--- src/rtl/msg_stream_framer.sv ---
// Purpose: buffers an InBus word stream in a FIFO and emits framed words on OutBus
//          with Start/End/Mod markers, truncating messages longer than MaxMsgWords.
// Latency: 2 cycles from input accept to OutBus_Valid (FIFO empty, Ready high); 1 word/cycle.
// Backpressure: OutBus_Ready low holds the output slice; the FIFO fills, then InBus_DataAck drops.
// Optional feature macro: MSGPARSE_STATS_EN builds the statistics counters; otherwise Stat_* are 0.
// Ports: clk/reset (async, active low); InBus_* ingress word stream with DataAck;
//        OutBus_* framed egress stream with Ready; Stat_MsgCount/Stat_DropCount saturating counters.
module msg_stream_framer #(
  parameter int WordWidth     = 64,
  parameter int Bits          = 3,
  parameter int FifoDepthLog2 = 4,
  parameter int MaxMsgWords   = 256,
  parameter int CntWidth      = 16
) (
  input  logic                 clk,
  input  logic                 reset,
  input  logic                 InBus_DataValid,
  input  logic                 InBus_LastWord,
  input  logic [WordWidth-1:0] InBus_Data,
  input  logic [Bits-1:0]      InBus_DataMod,
  output logic                 InBus_DataAck,
  input  logic                 OutBus_Ready,
  output logic                 OutBus_Valid,
  output logic                 OutBus_Start_Msg,
  output logic                 OutBus_End_Msg,
  output logic [Bits-1:0]      OutBus_Mod,
  output logic [WordWidth-1:0] OutBus_Data,
  output logic                 OutBus_Error,
  output logic [CntWidth-1:0]  Stat_MsgCount,
  output logic [CntWidth-1:0]  Stat_DropCount
);

  localparam int Depth = 2 ** FifoDepthLog2;
  localparam int PtrW  = FifoDepthLog2 + 1;
  localparam int EntW  = WordWidth + Bits + 1;
  localparam int WcntW = $clog2(MaxMsgWords) + 1;

  typedef enum logic [1:0] {ST_IDLE, ST_IN_MSG, ST_DROP} state_t;

  logic [EntW-1:0]      mem_q [Depth];
  logic [PtrW-1:0]      wr_ptr_q, wr_ptr_d, rd_ptr_q, rd_ptr_d;
  logic                 ack_q, ack_d;
  state_t               state_q, state_d;
  logic [WcntW-1:0]     wcnt_q, wcnt_d;
  logic                 vld_q, vld_d, start_q, start_d, end_q, end_d, err_q, err_d;
  logic [Bits-1:0]      mod_q, mod_d;
  logic [WordWidth-1:0] data_q, data_d;

  logic                 fifo_empty, wr_en, pop, nxt_full;
  logic [EntW-1:0]      rd_ent;
  logic                 rd_last;
  logic [Bits-1:0]      rd_mod;
  logic [WordWidth-1:0] rd_data;

  assign fifo_empty = (wr_ptr_q == rd_ptr_q);
  assign wr_en      = InBus_DataValid && ack_q;
  // DROP consumes words without using the output slice, so it ignores Ready.
  assign pop        = !fifo_empty && ((state_q == ST_DROP) || !vld_q || OutBus_Ready);

  assign rd_ent  = mem_q[rd_ptr_q[FifoDepthLog2-1:0]];
  assign rd_last = rd_ent[EntW-1];
  assign rd_mod  = rd_ent[WordWidth +: Bits];
  assign rd_data = rd_ent[WordWidth-1:0];

  always_ff @(posedge clk) begin
    if (wr_en) begin
      mem_q[wr_ptr_q[FifoDepthLog2-1:0]] <= {InBus_LastWord, InBus_DataMod, InBus_Data};
    end
  end

  always_comb begin
    wr_ptr_d = wr_en ? wr_ptr_q + PtrW'(1) : wr_ptr_q;
    rd_ptr_d = pop   ? rd_ptr_q + PtrW'(1) : rd_ptr_q;
    // Ack is registered from next-cycle occupancy, so it never depends on DataValid.
    nxt_full = (wr_ptr_d[PtrW-1] != rd_ptr_d[PtrW-1]) &&
               (wr_ptr_d[PtrW-2:0] == rd_ptr_d[PtrW-2:0]);
    ack_d    = !nxt_full;

    state_d = state_q;
    wcnt_d  = wcnt_q;
    vld_d   = vld_q;
    start_d = start_q;
    end_d   = end_q;
    err_d   = err_q;
    mod_d   = mod_q;
    data_d  = data_q;

    if (vld_q && OutBus_Ready) vld_d = 1'b0;

    if (pop) begin
      case (state_q)
        ST_IDLE: begin
          vld_d   = 1'b1;
          start_d = 1'b1;
          end_d   = rd_last;
          err_d   = 1'b0;
          mod_d   = rd_last ? rd_mod : '0;
          data_d  = rd_data;
          wcnt_d  = WcntW'(1);
          state_d = rd_last ? ST_IDLE : ST_IN_MSG;
        end
        ST_IN_MSG: begin
          vld_d   = 1'b1;
          start_d = 1'b0;
          data_d  = rd_data;
          wcnt_d  = wcnt_q + WcntW'(1);
          err_d   = 1'b0;
          end_d   = 1'b0;
          mod_d   = '0;
          if (rd_last) begin
            end_d   = 1'b1;
            mod_d   = rd_mod;
            state_d = ST_IDLE;
          end else if ((wcnt_q + WcntW'(1)) == WcntW'(MaxMsgWords)) begin
            // Length limit reached: close the message here as truncated.
            end_d   = 1'b1;
            err_d   = 1'b1;
            state_d = ST_DROP;
          end
        end
        ST_DROP: begin
          if (rd_last) state_d = ST_IDLE;
        end
        default: state_d = ST_IDLE;
      endcase
    end
  end

  always_ff @(posedge clk or negedge reset) begin
    if (!reset) begin
      wr_ptr_q <= '0;
      rd_ptr_q <= '0;
      ack_q    <= 1'b0;
      state_q  <= ST_IDLE;
      wcnt_q   <= '0;
      vld_q    <= 1'b0;
      start_q  <= 1'b0;
      end_q    <= 1'b0;
      err_q    <= 1'b0;
      mod_q    <= '0;
      data_q   <= '0;
    end else begin
      wr_ptr_q <= wr_ptr_d;
      rd_ptr_q <= rd_ptr_d;
      ack_q    <= ack_d;
      state_q  <= state_d;
      wcnt_q   <= wcnt_d;
      vld_q    <= vld_d;
      start_q  <= start_d;
      end_q    <= end_d;
      err_q    <= err_d;
      mod_q    <= mod_d;
      data_q   <= data_d;
    end
  end

  assign InBus_DataAck    = ack_q;
  assign OutBus_Valid     = vld_q;
  assign OutBus_Start_Msg = start_q;
  assign OutBus_End_Msg   = end_q;
  assign OutBus_Error     = err_q;
  assign OutBus_Mod       = mod_q;
  assign OutBus_Data      = data_q;

`ifdef MSGPARSE_STATS_EN
  logic [CntWidth-1:0] msg_cnt_q, msg_cnt_d, drop_cnt_q, drop_cnt_d;

  // Both counters saturate at all-ones.
  always_comb begin
    msg_cnt_d  = msg_cnt_q;
    drop_cnt_d = drop_cnt_q;
    if (vld_q && OutBus_Ready && end_q && (msg_cnt_q != '1)) msg_cnt_d = msg_cnt_q + CntWidth'(1);
    if (pop && (state_q == ST_DROP) && (drop_cnt_q != '1)) drop_cnt_d = drop_cnt_q + CntWidth'(1);
  end

  always_ff @(posedge clk or negedge reset) begin
    if (!reset) begin
      msg_cnt_q  <= '0;
      drop_cnt_q <= '0;
    end else begin
      msg_cnt_q  <= msg_cnt_d;
      drop_cnt_q <= drop_cnt_d;
    end
  end

  assign Stat_MsgCount  = msg_cnt_q;
  assign Stat_DropCount = drop_cnt_q;
`else
  assign Stat_MsgCount  = '0;
  assign Stat_DropCount = '0;
`endif

endmodule

--- config.mk ---
export PLATFORM = sky130hd
export DESIGN_NAME = msg_stream_framer
export DESIGN_NICKNAME = d
export VERILOG_FILES = /design/src/rtl/msg_stream_framer.sv
export SDC_FILE = /design/constraint.sdc
export NUM_CORES = 1
export LEC_CHECK = 0
export ABC_AREA = 1
export CAP_MARGIN = 20
export CORE_MARGIN = 2
export CORE_UTILIZATION = 35
export DETAILED_ROUTE_END_ITERATION = 7
export GPL_ROUTABILITY_DRIVEN = 0
export GPL_TIMING_DRIVEN = 1
export PLACE_DENSITY = 0.52
export SYNTH_ARGS = -nofsm -noshare
export SYNTH_HDL_FRONTEND = slang
export SYNTH_SLANG_ARGS = --single-unit
--- constraint.sdc ---
create_clock -name clk -period 13.4 [get_ports clk]
set_input_delay 2.68 -clock clk [delete_from_list [all_inputs] [get_ports clk]]
set_output_delay 2.68 -clock clk [all_outputs]
set_load 0.005 [all_outputs]
* Word level (Yosys, flattened, before mapping)
Memory sizes are Yosys's and may differ from the RTL's. Cells that the tools add are included.
Operators by class: mux-type cells 20, reductions and logical operators 15, eq/ne operators 8, add/sub/neg operators 3
Operators with widths (number):
- $pmux 9 s2 | 1
- $add 5x1->5 const B | 2
- $mux 5 | 2
- $add 9x1->9 const B | 1
- $eq 9x9->1 const B | 1
- $mux 1 | 9
- $mux 2 | 3
- $pmux 1 s2 | 3
- $pmux 2 s3 | 1
- $eq 5x5->1 | 1
- $eq 4x4->1 | 1
- $logic_and 1x1->1 | 4
- $reduce_and 2->1 | 2
- $logic_not 1->1 | 3
- $mux 3 | 1
- $ne 3x3->1 const B | 1
- $reduce_and 3->1 | 1
- $eq 2x1->1 const B | 1
- $eq 2x2->1 const B | 1
- $logic_not 2->1 | 1
- $logic_or 1x1->1 | 2
- $ne 2x2->1 const B | 1
- $reduce_bool 2->1 | 1
- $reduce_or 2->1 | 1
- $ne 1x1->1 | 1
Word-level totals: flip-flop bits (word level) 93, bits of input ports 72, logic and storage cells 58, bits in writable memories 1088, memories 1
Memory list:
- mem_q | depth 16, bits a word 68, read ports 1, clocked after Yosys merged registers in 0, write ports 1, line 40 | logic [EntW-1:0] mem_q [Depth];

* Logic depth before layout (Yosys ltp)
Gate-level depths: netlist (run 1).
depth in word-level cells 8, mapped depth 15, depth with buffers taken out 13

* Least setup slack after synthesis (run 1)
No wires, ideal clock.
kind input -> register, start input port InBus_DataValid, end register ack_q (netlist: InBus_DataAck), arrival time 6531 ps, path slack 6743 ps, stages 9, buffers on the path 0, cell sequence nand2_1 inv_1 nand2_1 nor2_1 xor2_1 nand2_1 nand2_1 nor2_1 nand3_1
On the way: word-level cells in the longest chain between the ends 5, elaborated cells on any way between the ends 6, those cells by class 2 x eq/ne; 1 x mux; 3 x reduce/logical
RTL lines:
- from (decl) | line 17 | input logic InBus_DataValid,
- $logic_and 1x1->1 * | line 56 | assign wr_en = InBus_DataValid && ack_q;
- $mux 5 * | line 72 | wr_ptr_d = wr_en ? wr_ptr_q + PtrW'(1) : wr_ptr_q;
- $eq 4x4->1 or $ne 1x1->1 (tied branches) | line 76, 75
- $logic_and 1x1->1 * | line 75 | nxt_full = (wr_ptr_d[PtrW-1] != rd_ptr_d[PtrW-1]) &&
- $logic_not 1->1 * | line 77 | ack_d = !nxt_full;
- named net ack_d | line 42 | logic ack_q, ack_d;
- to (signal assigned) | line 145 | ack_q <= ack_d;
- to (decl) | line 42
The timed path passes the listed nets; every way through them passes the cells marked *. A chain may end at the register's enable or synchronous reset.

* Final worst setup path (run 1)
start input port InBus_DataValid, end memory mem_q[4][23] (netlist bit), enable pin
On the way: word-level cells in the longest chain between the ends 3
RTL lines:
- $logic_and 1x1->1 | line 56
- $mux 1 | line 66 | if (wr_en) begin
- $mux 1 (not written as such) | line 67 | mem_q[wr_ptr_q[FifoDepthLog2-1:0]] <= {InBus_LastWord, InBus_DataMod, InBus_Data};
- to (decl) | line 40
Every way passes these cells.

==> out/metrics.cfg, run 1 <==
[placed_design]
port_buffers=143
dpl_cell_area_um2=49200
dp.cells=5224
hpwl_um=66400
dpl_worst_slack_ns=7.46

[floorplan]
io-pin-count=176
die_h_um=367
die_w_um=367
core-area_um2=131000
initial_core_util_pct=35.2
die_area_um2=135000
rows=133

[detailed_routing]
top_layer_used=met5
wl_per_cell_um=23.3
drt_iter0_drc=2832
wl_met1_um=60400
dr_wl_met3_um=8090
vias=28577
drt-vias-per-instance=5.25
routed_wl_um=127000
drtAntennaViolNets=0
dr_wl_met2_um=55600
drc_errors=0
firstDrtPassIters=7

[global_route]
grt_max_degree=215
antenna_found_initial=7
grt-ovfl-total=0
grt_use_total_pct=18.4
grt_pass1_vias=27451
grt_pass1_wl_um=187000

[synth]
avgSynthCellArea_um2=13.1
seq_area_frac_synth_pct=75.8
async_flop_share_pct=7.87
ys_warn_count=0
ys_ff_latch=1181
yosys.area.top_type_share_pct=70.8
ys_types=35
ys.flop_type=edfxtp_1
yosysTopAreaCell=edfxtp_1
synth_area_leaders=edfxtp_1, o21ai_0, dfrtp_1
synth_edf_count=1088
syn_area_um2=46200
synthCells=3515

[status]
outcome=complete, no violations

[setup_path]
crit_type=input pin to flop
required_ns=13.74
crit_chain=clkdlybuf4s50_1 -> nand2_1 -> inv_1 -> nand2_1 -> nor2_4 -> buf_4
path_buf_inv=3
endpoint_kind=flop
cp_max_fo=50
crit_top_cell=nand2_1
cp-start-kind=input pin
crit_family=buffers and inverters
slowest_delay_ns=0.79
slowest_stage=buf_4
arrival_ns=5.45

[final_layout]
final_common_cell=edfxtp_1
fin_nets=3668
instances_no_fill=5443
final_cell_mix=edfxtp_1, nor2_1, o21ai_0
fillerInstances=12272
fin_area_um2=53200
drive_gt1_share_pct=6.97
areaGrowthSynthToFinish_pct=15.2
fin_util_pct=40.5

[clock_tree]
cts-root-buf=clkbuf_16
clk_latency_ns=0.74
cts_setup_buffers=0
cts_tree=yes
cts_resized=0
hold_buffers=0
cts_buffers=118
path_clk_slew_ns=0.06
clock-sinks=1181
htree_levels=3
clockBufferDepth=3

[sta]
fin_skew_ns=0.0241
hold_viol=0
post-route-min-period_ns=5.11
period_share_pct=38.2
fin_ws_ns=8.29
relSlewSlack_pct=17.8
setup_viol=0
drv_slew=0
timing.fmax_ghz=0.196
finalSetupTns_ns=0
grt_setup_unrepaired=no
worst_pin_slew_ns=1.23

[power_and_ir_drop]
leakage_nw=17.7
irDropWorstVdd_mv=0.220
power_density_nw_per_um2=225

[job]
drv_cap=0

[hold_path]
hp-class=flop to flop

-- flip-flops by register name, indices dropped and copies added (netlist names) --
signal,count
mem_q,1088
OutBus_Data,64
wcnt_q,9
rd_ptr_q,5
wr_ptr_q,5
OutBus_Mod,3
state_q,2
InBus_DataAck,1
OutBus_End_Msg,1
OutBus_Error,1
OutBus_Start_Msg,1
OutBus_Valid,1
-- final cells by class --
class	instances	area [um^2]	area share [%]
Sequential cell	1181	35000	65.8
Tap cell	1755	2200	4.13
Inverter	50	210	0.395
Multi-Input combinational cell	2049	9900	18.6
Timing Repair Buffer	189	1840	3.45
Clock inverter	76	902	1.70
Clock buffer	142	3110	5.85
Antenna cell	1	2.50	0.00471
-- per-layer routing --
layer	global-route usage (%)	vias to the layer above
met4	5.12	2
met5	0	-
met2	27.3	864
met1	27.9	14544
met3	3.13	153
li1	-	13014
-- report_power, final --
| part | leakage [nW] | total, mW | switching [mW] | internal (mW) |
|---|---|---|---|---|
| Sequential | 11.0 | 4.76 | 0.245 | 4.52 |
| Combinational | 4.74 | 3.79 | 2.70 | 1.09 |
| Clock | 1.97 | 3.43 | 1.43 | 2.00 |
-- kinds of logic (layout without fill, tap and decap cells) --
logic type / Yosys count / count (layout) / synth area share, %
flip-flops: 1181 / 1181 / 75.8
AND/OR/NAND/NOR: 1157 / 1157 / 9.92
AO/OA/AOI/OAI: 843 / 843 / 10.6
buffers and inverters: 316 / 457 / 3.28
XOR/XNOR: 10 / 10 / 0.190
adder cells (fa/ha/maj): 7 / 7 / 0.190
other: 1 / 33 / 0.00812
-- cells in the mapped netlist, drive strengths merged, types with 2 or more instances --
cell type	instances
o21ai	545
ha	7
xnor2	2
clkinv	2
nand2	441
nand3	140
clkbuf	129
inv	48
edfxtp	1088
o221ai	107
buf	137
nand4	5
o211ai	28
nor2	568
dfrtp	93
o22ai	161
xor2	8
nand3b	2
-- worst reg2reg max path: stages (launching register included) --
cell     delay, ns
dfrtp_4       0.88
buf_4         0.72
buf_12        0.61
buf_4         1.43
o21ai_0       0.31
o22ai_1       0.37
nand2_1       0.14
nand3_1       0.22
nand2_1       0.12
nand2_1       0.09
-- path summary, 6_finish.rpt --
check | slack [ns] | endpoint | cells after the start | start
max | 8.29 | mem_q[4][23]$_DFFE_PP_ | 6 | InBus_DataValid
min | 0.48 | OutBus_Data[47]$_DFFE_PN0P_ | 2 | OutBus_Data[47]$_DFFE_PN0P_
max reg2reg | 8.44 | OutBus_Data[59]$_DFFE_PN0P_ | 9 | rd_ptr_q[0]$_DFF_PN0_
min reg2reg | 0.48 | OutBus_Data[47]$_DFFE_PN0P_ | 2 | OutBus_Data[47]$_DFFE_PN0P_
max in group asynchronous | 10.28 | rd_ptr_q[2]$_DFF_PN0_ | 2 | reset
min in group asynchronous | 1.90 | OutBus_Data[4]$_DFFE_PN0P_ | 1 | reset
-- metrics by stage --
| stage | hold WS (ns) | power, mW |
|---|---|---|
| CTS | 0.484 | 12.1 |
| detailed placement | 0.467 | 8.66 |
| finish | 0.481 | 12.0 |
| global placement | 0.465 | 8.64 |
| global route | 0.499 | 12.6 |
| floorplan | 0.463 | 7.14 |
Power figures use the tool's default switching activity.
==> run 2: changes to the inputs <==
==> constraint.sdc (replaced) <==
create_clock -name clk -period 5.1 [get_ports clk]
set_input_delay 1.02 -clock clk [delete_from_list [all_inputs] [get_ports clk]]
set_output_delay 1.02 -clock clk [all_outputs]
set_load 0.005 [all_outputs]
==> out/metrics.cfg, run 2 (same netlist as run 1, synthesis figures left out) <==
[setup_path]
arrival_ns=3.82
r2r_start=rd_ptr_q[1]$_DFF_PN0_
crit_chain=buf_4 -> nand2_1 -> nand2_1 -> nor2_1 -> nand3_2 -> nand2_4 -> nor2_8 -> inv_4 -> buf_4 -> nand2_1 -> nand2_1
crit_top_cell=nand2_1
reg2reg_depth=11
required_ns=5.69
slowest_delay_ns=0.68
r2r_end=OutBus_Data[21]$_DFFE_PN0P_
cp-start-kind=flop
cp_max_fo=67
slowest_stage=buf_4
reg2reg_slack_ns=1.87
crit_type=flop to flop
endpoint_kind=flop

[final_layout]
drive_gt1_share_pct=7.23
multi_input_area_um2=9900
fin_nets=3682
fin_util_pct=40.6
largest_reg_flops=1088
final_common_cell=edfxtp_1
fillerInstances=12341
final_cell_mix=edfxtp_1, nor2_1, o21ai_0
areaGrowthSynthToFinish_pct=15.3
regArea_um2=35000

[floorplan]
io-pin-count=176
die_w_um=367
initial_core_util_pct=35.2
rows=133
die_h_um=367
die_area_um2=135000
core-area_um2=131000

[clock_tree]
cts_setup_buffers=0
cts_buffers=120
clk_latency_ns=0.73
htree_levels=3
cts-root-buf=clkbuf_16
clockBufferDepth=3
cts_tree=yes
path_clk_slew_ns=0.06
clock-sinks=1181
hold_buffers=0
cts_resized=0

[detailed_routing]
drc_errors=0
drt_iter0_drc=2592
vias=28477
wl_per_cell_um=22.7
routed_wl_um=124000
firstDrtPassIters=5
drtAntennaViolNets=0
drt-vias-per-instance=5.21

[sta]
post-route-min-period_ns=3.23
setup_viol=0
finalSetupTns_ns=0
drv_slew=0
grt_setup_unrepaired=no
worst_pin_slew_ns=1.19
period_share_pct=63.3
timing.fmax_ghz=0.310
relSlewSlack_pct=20.9
fin_skew_ns=0.0268
hold_viol=0

[job]
drv_cap=0

[power_and_ir_drop]
power_density_nw_per_um2=582
leakage_nw=17.7
irDropWorstVdd_mv=0.524

[global_route]
grt_use_total_pct=18.0
grt_pass1_vias=27667
grt_pass1_wl_um=185000
antenna_found_initial=5
grt_max_degree=237
grt-ovfl-total=0

[placed_design]
port_buffers=143
hpwl_um=62700

[status]
outcome=complete, no violations

[hold_path]
hp-class=input pin to async pin

-- run 2: routing by layer --
| layer | routed length [um] | global-route usage [%] |
|---|---|---|
| met1 | 57900 | 26.0 |
| met2 | 56700 | 28.3 |
| met3 | 6960 | 3.11 |
| met4 | 2300 | 4.41 |
| met5 | 43 | 0 |
-- run 2: how the worst max path moves through the flow --
stage                                      from                     endpoint  slack [ns]  cells past startpoint
final                     rd_ptr_q[1]$_DFF_PN0_  OutBus_Data[21]$_DFFE_PN0P_        1.87                     11
after global routing      rd_ptr_q[1]$_DFF_PN0_        wcnt_q[6]$_DFFE_PN0P_        1.62                     10
after CTS                 rd_ptr_q[1]$_DFF_PN0_  OutBus_Data[21]$_DFFE_PN0P_        1.83                     11
after detailed placement        InBus_DataValid       mem_q[7][18]$_DFFE_PP_        1.45                      6
after global placement          InBus_DataValid       mem_q[7][18]$_DFFE_PP_        1.53                      6
after floorplan                 InBus_DataValid      InBus_DataAck$_DFF_PN0_        0.10                      9
-- run 2: report_power, final --
part           switching, mW  total [mW]  internal, mW
Sequential             0.584        12.4          11.9
Clock                   3.74        8.68          4.94
Combinational           6.95        9.86          2.92
-- run 2: critical path: cells and delay by family, from the launching register on --
family | cells | cell delay (ns)
buffers and inverters | 3 | 1.50
DFF | 1 | 0.45
and+or+nand+nor | 8 | 1.09
-- run 2: metrics by stage --
step                      worst slack (ns)  cells  hold WS (ns)  power (mW)  cell area [um^2]
final                                 1.87   5464         0.361        31.0             53200
after global routing                  1.62   5463         0.411        32.8             53200
after CTS                             1.83   5463         0.370        31.4             53200
after detailed placement              1.45   5236         0.466        22.6             49400
after global placement                1.53   5236         0.465        22.6             49400
after floorplan                      0.103   3546         0.463        18.8             46300
-- run 2: layout make-up --
type | instances | area share (%)
Inverter | 50 | 0.395
Antenna cell | 1 | 0.00470
Clock inverter | 70 | 1.15
Sequential cell | 1181 | 65.8
Tap cell | 1755 | 4.12
Clock buffer | 157 | 6.11
Multi-Input combinational cell | 2049 | 18.6
Timing Repair Buffer | 201 | 3.86
